===== src/rtl/ula_param.sv =====
// Multi-cycle ALU with a register file, a shift-add multiplier
// and N/Z/C/V flags.
module ula_param #(
  parameter int WIDTH = 16,
  parameter int NREG  = 16
) (
  input  logic                    clk,
  input  logic                    reset,
  input  logic                    start,
  input  logic [3:0]              opcode,
  input  logic [$clog2(NREG)-1:0] rd,
  input  logic [$clog2(NREG)-1:0] rs,
  input  logic [$clog2(NREG)-1:0] rt,
  input  logic [WIDTH-1:0]        imm,
  output logic                    busy,
  output logic                    done,
  output logic                    illegal,
  output logic [WIDTH-1:0]        result,
  output logic [3:0]              flags,
  input  logic [$clog2(NREG)-1:0] dbg_addr,
  output logic [WIDTH-1:0]        dbg_data
);

  localparam int AW = $clog2(NREG);
  localparam int CW = $clog2(WIDTH) + 1;
  localparam int M  = WIDTH - 1;
  localparam logic [CW-1:0] CNT_LAST = CW'(WIDTH - 1);
  localparam logic [5:0]    SH_LIM   = 6'(WIDTH);

  typedef enum logic [1:0] {
    S_IDLE, S_EXEC, S_MUL, S_WB
  } state_t;

  state_t           r_state;
  logic [WIDTH-1:0] r_regs [NREG];
  logic [3:0]       r_op;
  logic [AW-1:0]    r_rd;
  logic [WIDTH-1:0] r_a;
  logic [WIDTH-1:0] r_b;
  logic [WIDTH-1:0] r_imm;
  logic [WIDTH-1:0] r_acc;
  logic [CW-1:0]    r_cnt;
  logic             r_wen;
  logic [WIDTH-1:0] r_result;
  logic [3:0]       r_flags;
  logic             r_illegal;

  logic             w_wen;
  logic [WIDTH-1:0] w_rs_data;
  logic [WIDTH-1:0] w_rt_data;
  logic [WIDTH-1:0] w_opb;
  logic [WIDTH:0]   w_sum;
  logic [WIDTH:0]   w_dif;
  logic [4:0]       w_shamt;
  logic             w_sh_big;
  logic [WIDTH-1:0] w_res;
  logic             w_c;
  logic             w_v;
  logic             w_ill;
  logic [3:0]       w_flags;
  logic [WIDTH-1:0] w_acc_nx;

  // Register 0 is never written, so it always reads as zero.
  assign w_wen = (r_state == S_WB) && r_wen && (r_rd != '0);

  assign w_rs_data = (w_wen && r_rd == rs) ? r_result : r_regs[rs];
  assign w_rt_data = (w_wen && r_rd == rt) ? r_result : r_regs[rt];

  assign w_opb    = (r_op >= 4'h6 && r_op <= 4'hA) ? r_imm : r_b;
  assign w_sum    = {1'b0, r_a} + {1'b0, w_opb};
  assign w_dif    = {1'b0, r_a} - {1'b0, w_opb};
  assign w_shamt  = r_imm[4:0];
  assign w_sh_big = {1'b0, w_shamt} >= SH_LIM;
  assign w_acc_nx = r_acc + (r_b[0] ? r_a : '0);

  always_comb begin
    w_res = '0;
    w_c   = 1'b0;
    w_v   = 1'b0;
    w_ill = 1'b0;
    case (r_op)
      4'h0, 4'h9: begin
        w_res = w_sum[M:0];
        w_c   = w_sum[WIDTH];
        w_v   = (r_a[M] == w_opb[M]) && (w_sum[M] != r_a[M]);
      end
      4'h1, 4'hA: begin
        w_res = w_dif[M:0];
        w_c   = w_dif[WIDTH];
        w_v   = (r_a[M] != w_opb[M]) && (w_dif[M] != r_a[M]);
      end
      4'h2: begin
        w_res = {{(WIDTH-1){1'b0}}, w_dif[WIDTH]};
        w_c   = w_dif[WIDTH];
        w_v   = (r_a[M] != w_opb[M]) && (w_dif[M] != r_a[M]);
      end
      4'h3, 4'h6: w_res = r_a & w_opb;
      4'h4, 4'h7: w_res = r_a | w_opb;
      4'h5, 4'h8: w_res = r_a ^ w_opb;
      4'hB:       w_res = '0;
      4'hC:       w_res = w_sh_big ? '0 : (r_a << w_shamt);
      4'hD:       w_res = w_sh_big ? '0 : (r_a >> w_shamt);
      default:    w_ill = 1'b1;
    endcase
    w_flags = w_ill ? 4'b0 : {w_res[M], w_res == '0, w_c, w_v};
  end

  always_ff @(posedge clk) begin
    if (reset) begin
      r_state   <= S_IDLE;
      r_op      <= '0;
      r_rd      <= '0;
      r_a       <= '0;
      r_b       <= '0;
      r_imm     <= '0;
      r_acc     <= '0;
      r_cnt     <= '0;
      r_wen     <= 1'b0;
      r_result  <= '0;
      r_flags   <= '0;
      r_illegal <= 1'b0;
      for (int i = 0; i < NREG; i++) r_regs[i] <= '0;
    end else begin
      case (r_state)
        S_IDLE: begin
          if (start) begin
            r_op    <= opcode;
            r_rd    <= rd;
            r_a     <= w_rs_data;
            r_b     <= w_rt_data;
            r_imm   <= imm;
            r_acc   <= '0;
            r_cnt   <= '0;
            r_state <= (opcode == 4'hB) ? S_MUL : S_EXEC;
          end
        end
        S_EXEC: begin
          r_result  <= w_res;
          r_flags   <= w_flags;
          r_illegal <= w_ill;
          r_wen     <= !w_ill;
          r_state   <= S_WB;
        end
        S_MUL: begin
          // One multiplier bit per cycle, LSB first.
          r_acc <= w_acc_nx;
          r_a   <= r_a << 1;
          r_b   <= r_b >> 1;
          r_cnt <= r_cnt + 1'b1;
          if (r_cnt == CNT_LAST) begin
            r_result  <= w_acc_nx;
            r_flags   <= {w_acc_nx[M], w_acc_nx == '0, 2'b00};
            r_illegal <= 1'b0;
            r_wen     <= 1'b1;
            r_state   <= S_WB;
          end
        end
        default: begin
          if (w_wen) r_regs[r_rd] <= r_result;
          r_illegal <= 1'b0;
          r_wen     <= 1'b0;
          r_state   <= S_IDLE;
        end
      endcase
    end
  end

  assign busy     = (r_state != S_IDLE);
  assign done     = (r_state == S_WB);
  assign illegal  = r_illegal;
  assign result   = r_result;
  assign flags    = r_flags;
  assign dbg_data = r_regs[dbg_addr];

endmodule

===== config.mk =====
export PLATFORM = sky130hd
export DESIGN_NAME = ula_param
export DESIGN_NICKNAME = d
export VERILOG_FILES = /design/src/rtl/ula_param.sv
export SDC_FILE = /design/constraint.sdc
export NUM_CORES = 1
export LEC_CHECK = 0
export BUFFER_PORTS_ARGS = -buffer_cell sky130_fd_sc_hd__buf_4
export CORE_ASPECT_RATIO = 1.75
export CORE_UTILIZATION = 35
export CTS_BUF_LIST = sky130_fd_sc_hd__clkbuf_4 sky130_fd_sc_hd__clkbuf_8
export DETAILED_ROUTE_END_ITERATION = 8
export PLACE_DENSITY = 0.54
export SLEW_MARGIN = 40
export SYNTH_ARGS = -nofsm -noshare
export SYNTH_HDL_FRONTEND = slang
export SYNTH_SLANG_ARGS = --single-unit

===== constraint.sdc =====
create_clock -name clk -period 6.15 [get_ports clk]
set_input_delay 0.9225 -clock clk [delete_from_list [all_inputs] [get_ports clk]]
set_output_delay 0.9225 -clock clk [all_outputs]
set_load 0.02 [all_outputs]

==> results by group <==
Synth
  – Post-synth cell types: 89
  – Number of synthesized flops with an enable pin: 256
  – Seq/Total Area, Yosys: 0.390
  – Average cell area after synthesis: 11.4 sq um
  – Cells after Synth: 2175
  – FF+latch count, synth: 357
  – Synth Flop Type: edfxtp_1
  – Ys async rst share: 0
  – Synth warn: 0
  – Synth Cell Area: 24900 sq um

Power and ir drop
  – Pwr per Cell Area: 316 nW/um^2
  – Leakage power: 10.3 nW
  – Max rail drop VDD: 0.211 mV

CTS
  – # resized after CTS: 0
  – Hold buffers post-CTS: 0
  – Clock Root Buffer: clkbuf_8
  – CTS sink cnt: 357
  – Clk_lat worst skew: 0.70 ns
  – CTS clk-pin slew, worst paths: 0.08 ns
  – CTS tree: yes
  – Clock Path Buffers: 3
  – CTS buffer count: 57
  – # H-tree levels: 2
  – Post-CTS Setup Bufs: 0

Worst hold path
  – Min-delay worst type: reg2reg
  – Hold Crit Depth: 2
  – Hold Crit Start: illegal
  – Hold endpoint: illegal

Final layout
  – Commonest non-fill, non-tap cells in the layout: and2_1, edfxtp_1, mux4_2
  – P&R area growth vs syn: 11.2%
  – Layout fillers: 6763
  – Layout cells sized above 1: 0.246
  – Finished Core Util: 0.392
  – Most common cell after layout, fill and taps aside: and2_1
  – Final net count: 2319

Floorplanning
  – Starting density of the core: 0.353
  – Io pins: 78
  – Core ar.: 70500 sq um
  – Die Area: 72200 sq um
  – FP Rows: 129
  – Die span in x: 204 um
  – Die height: 355 um

Run status
  – Failing checks: design-rule violations
  – Outcome: finished with violations

GRT
  – Vias in the first global route: 19.7k
  – Initial antenna violation count: 2
  – First-pass GRT wire length: 136000 um
  – Largest net degree at the start of global routing: 84
  – Gr usage total: 0.265
  – Grt ovf: 0

Drt
  – Drt first pass iters: 9
  – Met3 wire length: 4920 um
  – Via density: 6.04
  – # DRC: 4
  – M1 WL: 31900 um
  – DR vias: 19.1k
  – Final WL: 95700 um
  – Detail Route Antenna Nets: 0
  – Starting DRT DRC Count: 1473
  – Routed len/inst: 30.2 um
  – Top Metal Used: met5
  – Met2 routed WL: 50400 um

Timing
  – Setup total negative slack: 0 ns
  – Final min period: 5.32 ns
  – FMAX: 188 MHz
  – Final Skew: 0.0388 ns
  – Setup violations, final: 0
  – RSZ-0062 raised after global routing: no
  – Period utilization: 0.866
  – Worst rel slew slack: 0.397
  – Max-slew violation count: 0
  – Hold Fails Final Rpt: 0
  – Worst-margin pin slew: 0.895 ns

Worst setup path
  – Crit path kind: reg2reg
  – Worst Reg-to-Reg Cells: 17
  – Data required, critical path: 6.80 ns
  – Worst R2R Setup Slack: 0.83 ns
  – Worst-path cell chain: buf_4 > nor2b_1 > a22oi_1 > buf_4 > mux2_2 > inv_1 > ha_1 > nor3_1 > o21ai_0 > a311oi_1 > nor2_1 > xnor2_1 > o221ai_1 > nor2_1 > and4bb_1 > nand4b_1 > nand3_1
  – Critical path's largest stage delay: 0.62 ns
  – Worst r2r src: r_op[2]
  – Family with the most delay on the worst path: compound AO/OA/AOI/OAI gates
  – Slowest-stage cell, CP: a22oi_1
  – Critical Path AT: 5.97 ns
  – Crit Path Max Fanout: 22
  – Worst flop-to-flop path endpoint: flags[2]
  – Worst Setup Start Kind: flip-flop
  – Crit path capture type: flip-flop
  – Crit path buf inv count: 3

Place
  – I/O Buffers: 77
  – Detailed placer's ending HPWL: 66900 um
  – GPL Wtd Cong: 0.995

Flow run
  – Max-cap violation count: 0
-- cells by family (layout without fill, tap and decap cells) --
logic type                 Yosys count  after routing  synth area share
DFF                                357            357             0.390
buffers and inverters              246            305            0.0398
xor gates and xnor gates            32             32            0.0120
AOI/OAI and AO/OA                  374            374            0.0983
and+or+nand+nor                    749            749             0.156
muxes                              340            340             0.265
adders and majority gates           76             76            0.0391
other                                1             18          0.000151
-- where the power goes --
group          leakage [nW]  total (mW)  internal, mW  switching, mW
registers              3.46        3.08          2.76          0.318
clock network         0.601        2.17          1.10           1.07
logic                  6.25        3.50          1.22           2.28
total                  10.3        8.75          5.08           3.67
-- synthesized netlist by cell type, types with 12 or more instances --
master / instances / area share
xnor2_1: 16 / 0.0056
nor3_1: 32 / 0.0064
nand2b_1: 12 / 0.0030
a22oi_1: 31 / 0.0094
mux4_2: 252 / 0.23
dfxtp_1: 101 / 0.081
nand3_1: 15 / 0.0030
xor2_1: 15 / 0.0053
and2_1: 263 / 0.066
o21ai_0: 42 / 0.0084
or2_2: 18 / 0.0045
mux2i_1: 66 / 0.027
inv_1: 54 / 0.0081
edfxtp_1: 256 / 0.31
nor2b_1: 15 / 0.0038
a21o_1: 14 / 0.0042
buf_1: 22 / 0.0033
clkbuf_1: 134 / 0.020
nor2_1: 210 / 0.032
o211ai_1: 19 / 0.0057
nor4_1: 13 / 0.0033
nand2_1: 120 / 0.018
ha_1: 73 / 0.037
a21oi_1: 145 / 0.029
buf_2: 26 / 0.0052
mux2_2: 22 / 0.010
o21a_1: 12 / 0.0036
-- layout make-up --
cell class / instances / area [sq um] / area share
diodes: 2 / 5.00 / 0.000181
multi-input cells: 1587 / 14300 / 0.518
repair buffers: 146 / 1130 / 0.0407
clock buffers: 69 / 900 / 0.0325
well taps: 917 / 1150 / 0.0415
flip-flops and latches: 357 / 9710 / 0.351
clock inverters: 35 / 251 / 0.00909
inverters: 55 / 206 / 0.00746
-- sequential cells by signal, summed over array words and instances (netlist names) --
| signal | cells |
|---|---|
| r_rd | 4 |
| r_cnt | 5 |
| r_a | 16 |
| r_op | 4 |
| r_state | 2 |
| r_regs | 256 |
| r_b | 16 |
| illegal | 1 |
| r_wen | 1 |
| r_imm | 16 |
| r_acc | 16 |
| result | 16 |
| flags | 4 |
-- stage by stage --
step | hold slack [ns] | cell area, sq um | worst slack (ns) | instances | power (mW)
floorplan | 0.432 | 24900 | 1.48 | 2190 | 5.12
global placement | 0.452 | 26400 | 1.17 | 3060 | 6.52
detailed placement | 0.450 | 26500 | 1.10 | 3061 | 6.53
CTS | 0.406 | 27600 | 1.08 | 3165 | 8.72
global route | 0.459 | 27700 | 0.414 | 3167 | 9.10
finish | 0.463 | 27700 | 0.826 | 3168 | 8.75
-- per-layer routing --
metal / vias to the layer above / global-route usage
li1: 8273 / -
met1: 9646 / 0.274
met2: 892 / 0.479
met3: 329 / 0.0317
met4: 2 / 0.208
met5: - / 0
-- tightest hold or removal path, cell delays in order (launching register included) --
cell and delay, ns:
dfxtp_1 0.32, nand2_1 0.05, a21oi_1 0.05
-- how the worst max path moves through the flow --
stage	from	endpoint	cells past startpoint
after floorplan	r_op[0]	flags[2]	20
after global placement	r_op[2]	flags[3]	17
after global routing	r_op[2]	flags[2]	17
final	r_op[2]	flags[2]	17
after CTS	r_op[2]	result[15]	17
after detailed placement	r_op[2]	result[15]	17
Power figures use the tool's default switching activity.
